--- config.mk ---
export PLATFORM = sky130hd
export DESIGN_NAME = sum16_sched
export DESIGN_NICKNAME = d
export VERILOG_FILES = /design/src/rtl/sum16_sched.sv
export SDC_FILE = /design/constraint.sdc
export NUM_CORES = 1
export LEC_CHECK = 0
export ABC_AREA = 1
export BUFFER_PORTS_ARGS = -buffer_cell sky130_fd_sc_hd__buf_2
export CAP_MARGIN = 20
export CORE_MARGIN = 8
export CORE_UTILIZATION = 45
export DETAILED_ROUTE_END_ITERATION = 10
export SYNTH_ARGS = -nofsm -noshare
export SYNTH_HDL_FRONTEND = slang
export SYNTH_SLANG_ARGS = --single-unit
--- constraint.sdc ---
create_clock -name i_clk -period 3.6 [get_ports i_clk]
set_input_delay 0 -clock i_clk [delete_from_list [all_inputs] [get_ports i_clk]]
set_output_delay 0 -clock i_clk [all_outputs]
set_load 0.03 [all_outputs]
--- src/rtl/sum16_sched.sv ---
// Serial job accumulator: sums N signed operands with one shared AW-bit adder,
// skipping operands whose latched mask bit is clear, and holds the result until taken.
module sum16_sched #(
  parameter int N  = 16,
  parameter int DW = 8,
  parameter int AW = 32
) (
  input  logic          i_clk,
  input  logic          i_rst_n,
  input  logic          i_start,
  input  logic [N-1:0]  i_mask,
  input  logic          i_in_valid,
  input  logic [DW-1:0] i_in_data,
  output logic          o_in_ready,
  output logic          o_out_valid,
  output logic [AW-1:0] o_out_data,
  input  logic          i_out_ready,
  output logic          o_busy,
  output logic [3:0]    o_idx
);

  // state  | meaning
  // S_IDLE | waiting for start, no job in flight
  // S_ACC  | accepting operands, one per valid beat
  // S_HOLD | result presented until out_ready
  typedef enum logic [1:0] {S_IDLE, S_ACC, S_HOLD} state_t;

  localparam logic [3:0] LAST_IDX = 4'(N - 1);

  state_t        r_state;
  state_t        w_next;
  logic [AW-1:0] r_acc;
  logic [N-1:0]  r_mask;
  logic [3:0]    r_idx;
  logic [15:0]   w_mask_ext;
  logic [AW-1:0] w_operand;
  logic          w_last;

  assign w_mask_ext = 16'(r_mask);
  assign w_operand  = {{(AW-DW){i_in_data[DW-1]}}, i_in_data};
  assign w_last     = (r_idx == LAST_IDX);

  always_ff @(posedge i_clk or negedge i_rst_n) begin
    if (!i_rst_n) r_state <= S_IDLE;
    else          r_state <= w_next;
  end

  always_comb begin
    w_next      = r_state;
    o_in_ready  = 1'b0;
    o_out_valid = 1'b0;
    o_out_data  = '0;
    o_busy      = (r_state != S_IDLE);
    o_idx       = r_idx;
    case (r_state)
      S_IDLE: if (i_start) w_next = S_ACC;
      S_ACC: begin
        o_in_ready = 1'b1;
        if (i_in_valid && w_last) w_next = S_HOLD;
      end
      S_HOLD: begin
        o_out_valid = 1'b1;
        o_out_data  = r_acc;
        if (i_out_ready) w_next = S_IDLE;
      end
      default: w_next = S_IDLE;
    endcase
  end

  // idx wraps to 0 on the last beat so it already reads 0 throughout HOLD
  always_ff @(posedge i_clk or negedge i_rst_n) begin
    if (!i_rst_n) begin
      r_acc  <= '0;
      r_mask <= '0;
      r_idx  <= '0;
    end else begin
      case (r_state)
        S_IDLE: begin
          if (i_start) begin
            r_acc  <= '0;
            r_idx  <= '0;
            r_mask <= i_mask;
          end
        end
        S_ACC: begin
          if (i_in_valid) begin
            if (w_mask_ext[r_idx]) r_acc <= r_acc + w_operand;
            r_idx <= w_last ? 4'd0 : r_idx + 4'd1;
          end
        end
        default: ;
      endcase
    end
  end

endmodule

==> metrics.md <==
| Metric | Value |
|---|---|
| Run status | `finished, final reports clean` |
| Buffer cell driving the clock tree root | `clkbuf_8` |
| Routed length per placed instance | `~13 um` |
| Instance count of the mapped netlist | `810` |
| Total clock sinks | `between 50 and 60` |
| Die outline width | `between 100 and 150 um` |
| # diodes | `0` |
| Count of warnings emitted by yosys | `0` |
| Distinct cell type count after synthesis | `35` |
| Worst slew margin | `52.5%` |
| Clock tree from TritonCTS | `done` |
| Number of buffers on the longest clock path | `2` |
| Top-level port count | `68` |
| Cell type with the highest aggregate area in the netlist | `dfrtp_1` |
| Floorplan die height | `122 um` |
| Worst hold path type | `in -> reg` |
| Number of hold violations in the final report | `0` |
| Leakage power | `3.48 nW` |
| Flops & latches, synth | `54` |
| Total half-perimeter wirelength after legalization and detailed placement | `10800 um` |
| Setup repair after global routing missed its margin | `no` |
| Setup CP Type | `reg -> reg` |
| Sort of element at the start of the critical path | `flop` |
| Power density over the cells | `786 mW/mm^2` |
| Least-Margin Pin Slew | `0.712 ns` |
| Detailed Routing Iterations Pass 1 | `4` |
| Multi-input gate area | `0.00296 mm^2` |
| Startpoint of the tightest hold check path | `i_in_data[1]` |
| Vias in the first global route | `4828` |
| Startpoint of the worst-slack reg-to-reg timing path | `r_acc[0]$_DFFE_PN0P_` |
| Number of input and output port buffers inserted | `67` |
| Total wirelength of the detailed-routed design | `around 14000 um` |
| Mapped Avg Cell Area | `6.20 um^2` |
| Clock buffers created by TritonCTS | `5` |
| Initial antenna violation count | `0` |
| WHS Path Cells | `4` |
| Critical Path RT | `3.83 ns` |
| Synth top cells by count | `nand2_1 (316), inv_1 (163), nor2_1 (83)` |
| Count of hold buffers inserted by post-cts repair | `21` |
| Layout net count | `959` |
| Achievable Freq | `roughly 0.44 GHz` |
| Synthesized Nets | `872` |
| Clk Latency, worst-skew pair | `0.34 ns` |
| GPL Wtd Cong | `0.923` |
| Share of async-settable or async-resettable flops after synthesis | `100%` |
| VDD IR-drop max | `0.762 mV` |
| Fin crit share | `62.7%` |
| Initial Util | `46.1%` |
| Sink of the worst hold path | `r_acc[1]$_DFFE_PN0P_` |
| Critical path capture point type | `flop` |
| Die area | `0.0148 mm^2` |
| Number of setup buffers added after CTS | `0` |
| Core ar. | `~0.011 mm^2` |
| Cell area after technology mapping | `roughly 0.005 mm^2` |
| Utilization after layout | `53.1%` |
| Register Area | `between 0.001 and 0.0015 mm^2` |
| Global router's overall resource usage | `19.4%` |
| R2r endpoint | `r_acc[26]$_DFFE_PN0P_` |
| Growth of design area from synthesis to finish | `15.2%` |
| Max Fanout on Critical Path | `4` |
| Main area contributors after synthesis | `dfrtp_1 (27%), nand2_1 (24%), inv_1 (12%)` |
| Row count | `38` |
| CTS clk-pin slew, worst paths | `0.12 ns` |
| Number of gates resized after CTS | `0` |
| Area share of the leading cell type in the synthesized netlist | `26.9%` |
| Final antenna-violating net count | `0` |
| Sequential fraction of the synthesis area | `26.9%` |
| Worst clock skew | `0.0152 ns` |
| Pins over their slew limit | `0` |
| Via density | `4.74` |
| Wire length of the first global-routing pass | `around 23000 um` |
| Fin crit period | `around 2.3 ns` |
| Most common flop cell mapped by yosys | `dfrtp_1` |
| Via total after detailed routing | `4922` |
| H-tree levels | `2` |
| Most used standard cell by instance count after synthesis | `nand2_1` |
| Data arrival at the endpoint of the critical path | `about 2.5 ns` |
| Filler cell count | `1144` |
| Count of flip-flops with a built-in enable after synthesis | `0` |
| Iteration-0 DRC Markers | `368` |
| Total negative slack | `0 ns` |
| Number of violations of the max-capacitance limit | `0` |
| Overflow after GRT | `0` |
| Drc violations | `0` |
| Fraction of final layout cells sized beyond drive strength 1 | `12.7%` |
| Number of endpoints failing setup at the final stage | `0` |
| Pin count of the biggest net entering global routing | `55` |
| Fin Hold WS | `0.120 ns` |
| Reg-to-reg slack, setup | `1.34 ns` |
| Number of cell instances on the worst register-to-register path | `13` |
state kept, by name, indices dropped and copies added (netlist names):
signal	flops
r_state	2
r_acc	32
r_mask	16
o_idx	4
power breakdown:
| part | internal, mW | switching [mW] | total (mW) |
|---|---|---|---|
| Clock | 0.145 | 0.251 | 0.396 |
| Sequential | 0.905 | 0.247 | 1.15 |
| Combinational | 1.08 | 1.92 | 3.00 |
layer usage:
| metal | track usage [%] | wire length, um | vias to the layer above |
|---|---|---|---|
| met5 | 0 | 0 | - |
| met3 | 2.50 | 601 | 14 |
| met2 | 32.8 | 6520 | 88 |
| met1 | 25.3 | 6620 | 2209 |
| met4 | 6.01 | 196 | 0 |
| li1 | - | - | 2611 |
kinds of logic after synthesis:
family	Yosys count	share of synthesized area (%)
and+or+nand+nor	463	37.8
muxes	15	3.36
AOI/OAI and AO/OA	54	6.40
xor gates and xnor gates	17	2.96
buffers and inverters	174	14.2
adders and majority gates	33	8.37
DFF	54	26.9
worst max path at each step:
| stage | start | endpoint | slack, ns | cells past startpoint |
|---|---|---|---|---|
| finish | r_acc[0]$_DFFE_PN0P_ | r_acc[26]$_DFFE_PN0P_ | 1.34 | 13 |
| global route | r_acc[0]$_DFFE_PN0P_ | r_acc[18]$_DFFE_PN0P_ | 1.18 | 13 |
| CTS | r_acc[0]$_DFFE_PN0P_ | r_acc[26]$_DFFE_PN0P_ | 1.33 | 13 |
| detailed placement | r_acc[0]$_DFFE_PN0P_ | r_acc[26]$_DFFE_PN0P_ | 1.34 | 13 |
| global placement | r_acc[0]$_DFFE_PN0P_ | r_acc[26]$_DFFE_PN0P_ | 1.33 | 13 |
| floorplan | r_state[1]$_DFFE_PN0P_ | o_out_data[10] | 1.82 | 5 |
layout by cell type (no fill, tap or decap), types with 2 or more instances in the layout:
cell type      count
a21oi_1           18
nand2_1          316
clkinv_4           2
dlygate4sd3_1     21
nor2_1            83
dfrtp_1           54
nand3b_1           2
nand3_1           32
a21o_1             2
xnor2_1           13
o21ai_0           10
mux2_2            15
nand4_1            9
o21ai_1           11
buf_2             67
clkbuf_8           5
xor2_1             4
nand2_2            4
inv_1            163
and2_1             8
inv_8              2
o21bai_1           2
ha_1              32
o21ai_2           10
per-stage QoR:
step / instance area [um^2] / setup slack, ns / power [mW] / instances
floorplan: 5020 / 1.82 / 3.51 / 810
global placement: 5450 / 1.33 / 4.10 / 1008
detailed placement: 5480 / 1.34 / 4.14 / 1009
CTS: 5780 / 1.33 / 4.58 / 1038
global route: 5780 / 1.18 / 5.04 / 1038
finish: 5780 / 1.34 / 4.55 / 1038
final cells by class:
type	count	area share, %
inverter	164	10.8
sequential	54	23.4
tap	140	3.03
clock inverter	3	0.498
multi-input combinational	582	51.1
clock buffer	5	1.19
timing repair buffer	90	10.0
worst max-delay path, cell delays in order (launching register included):
cell and delay, ns:
dfrtp_1 0.38, ha_1 0.28, inv_1 0.09, fa_1 0.43, inv_1 0.08, nand2_1 0.05
nand3_1 0.21, nand2_1 0.08, nand2_1 0.18, nand2_1 0.13, nand4_1 0.09, nand2_1 0.06
nand2_1 0.05, nand2_1 0.05
No activity file was read; power rests on OpenSTA's default activity.
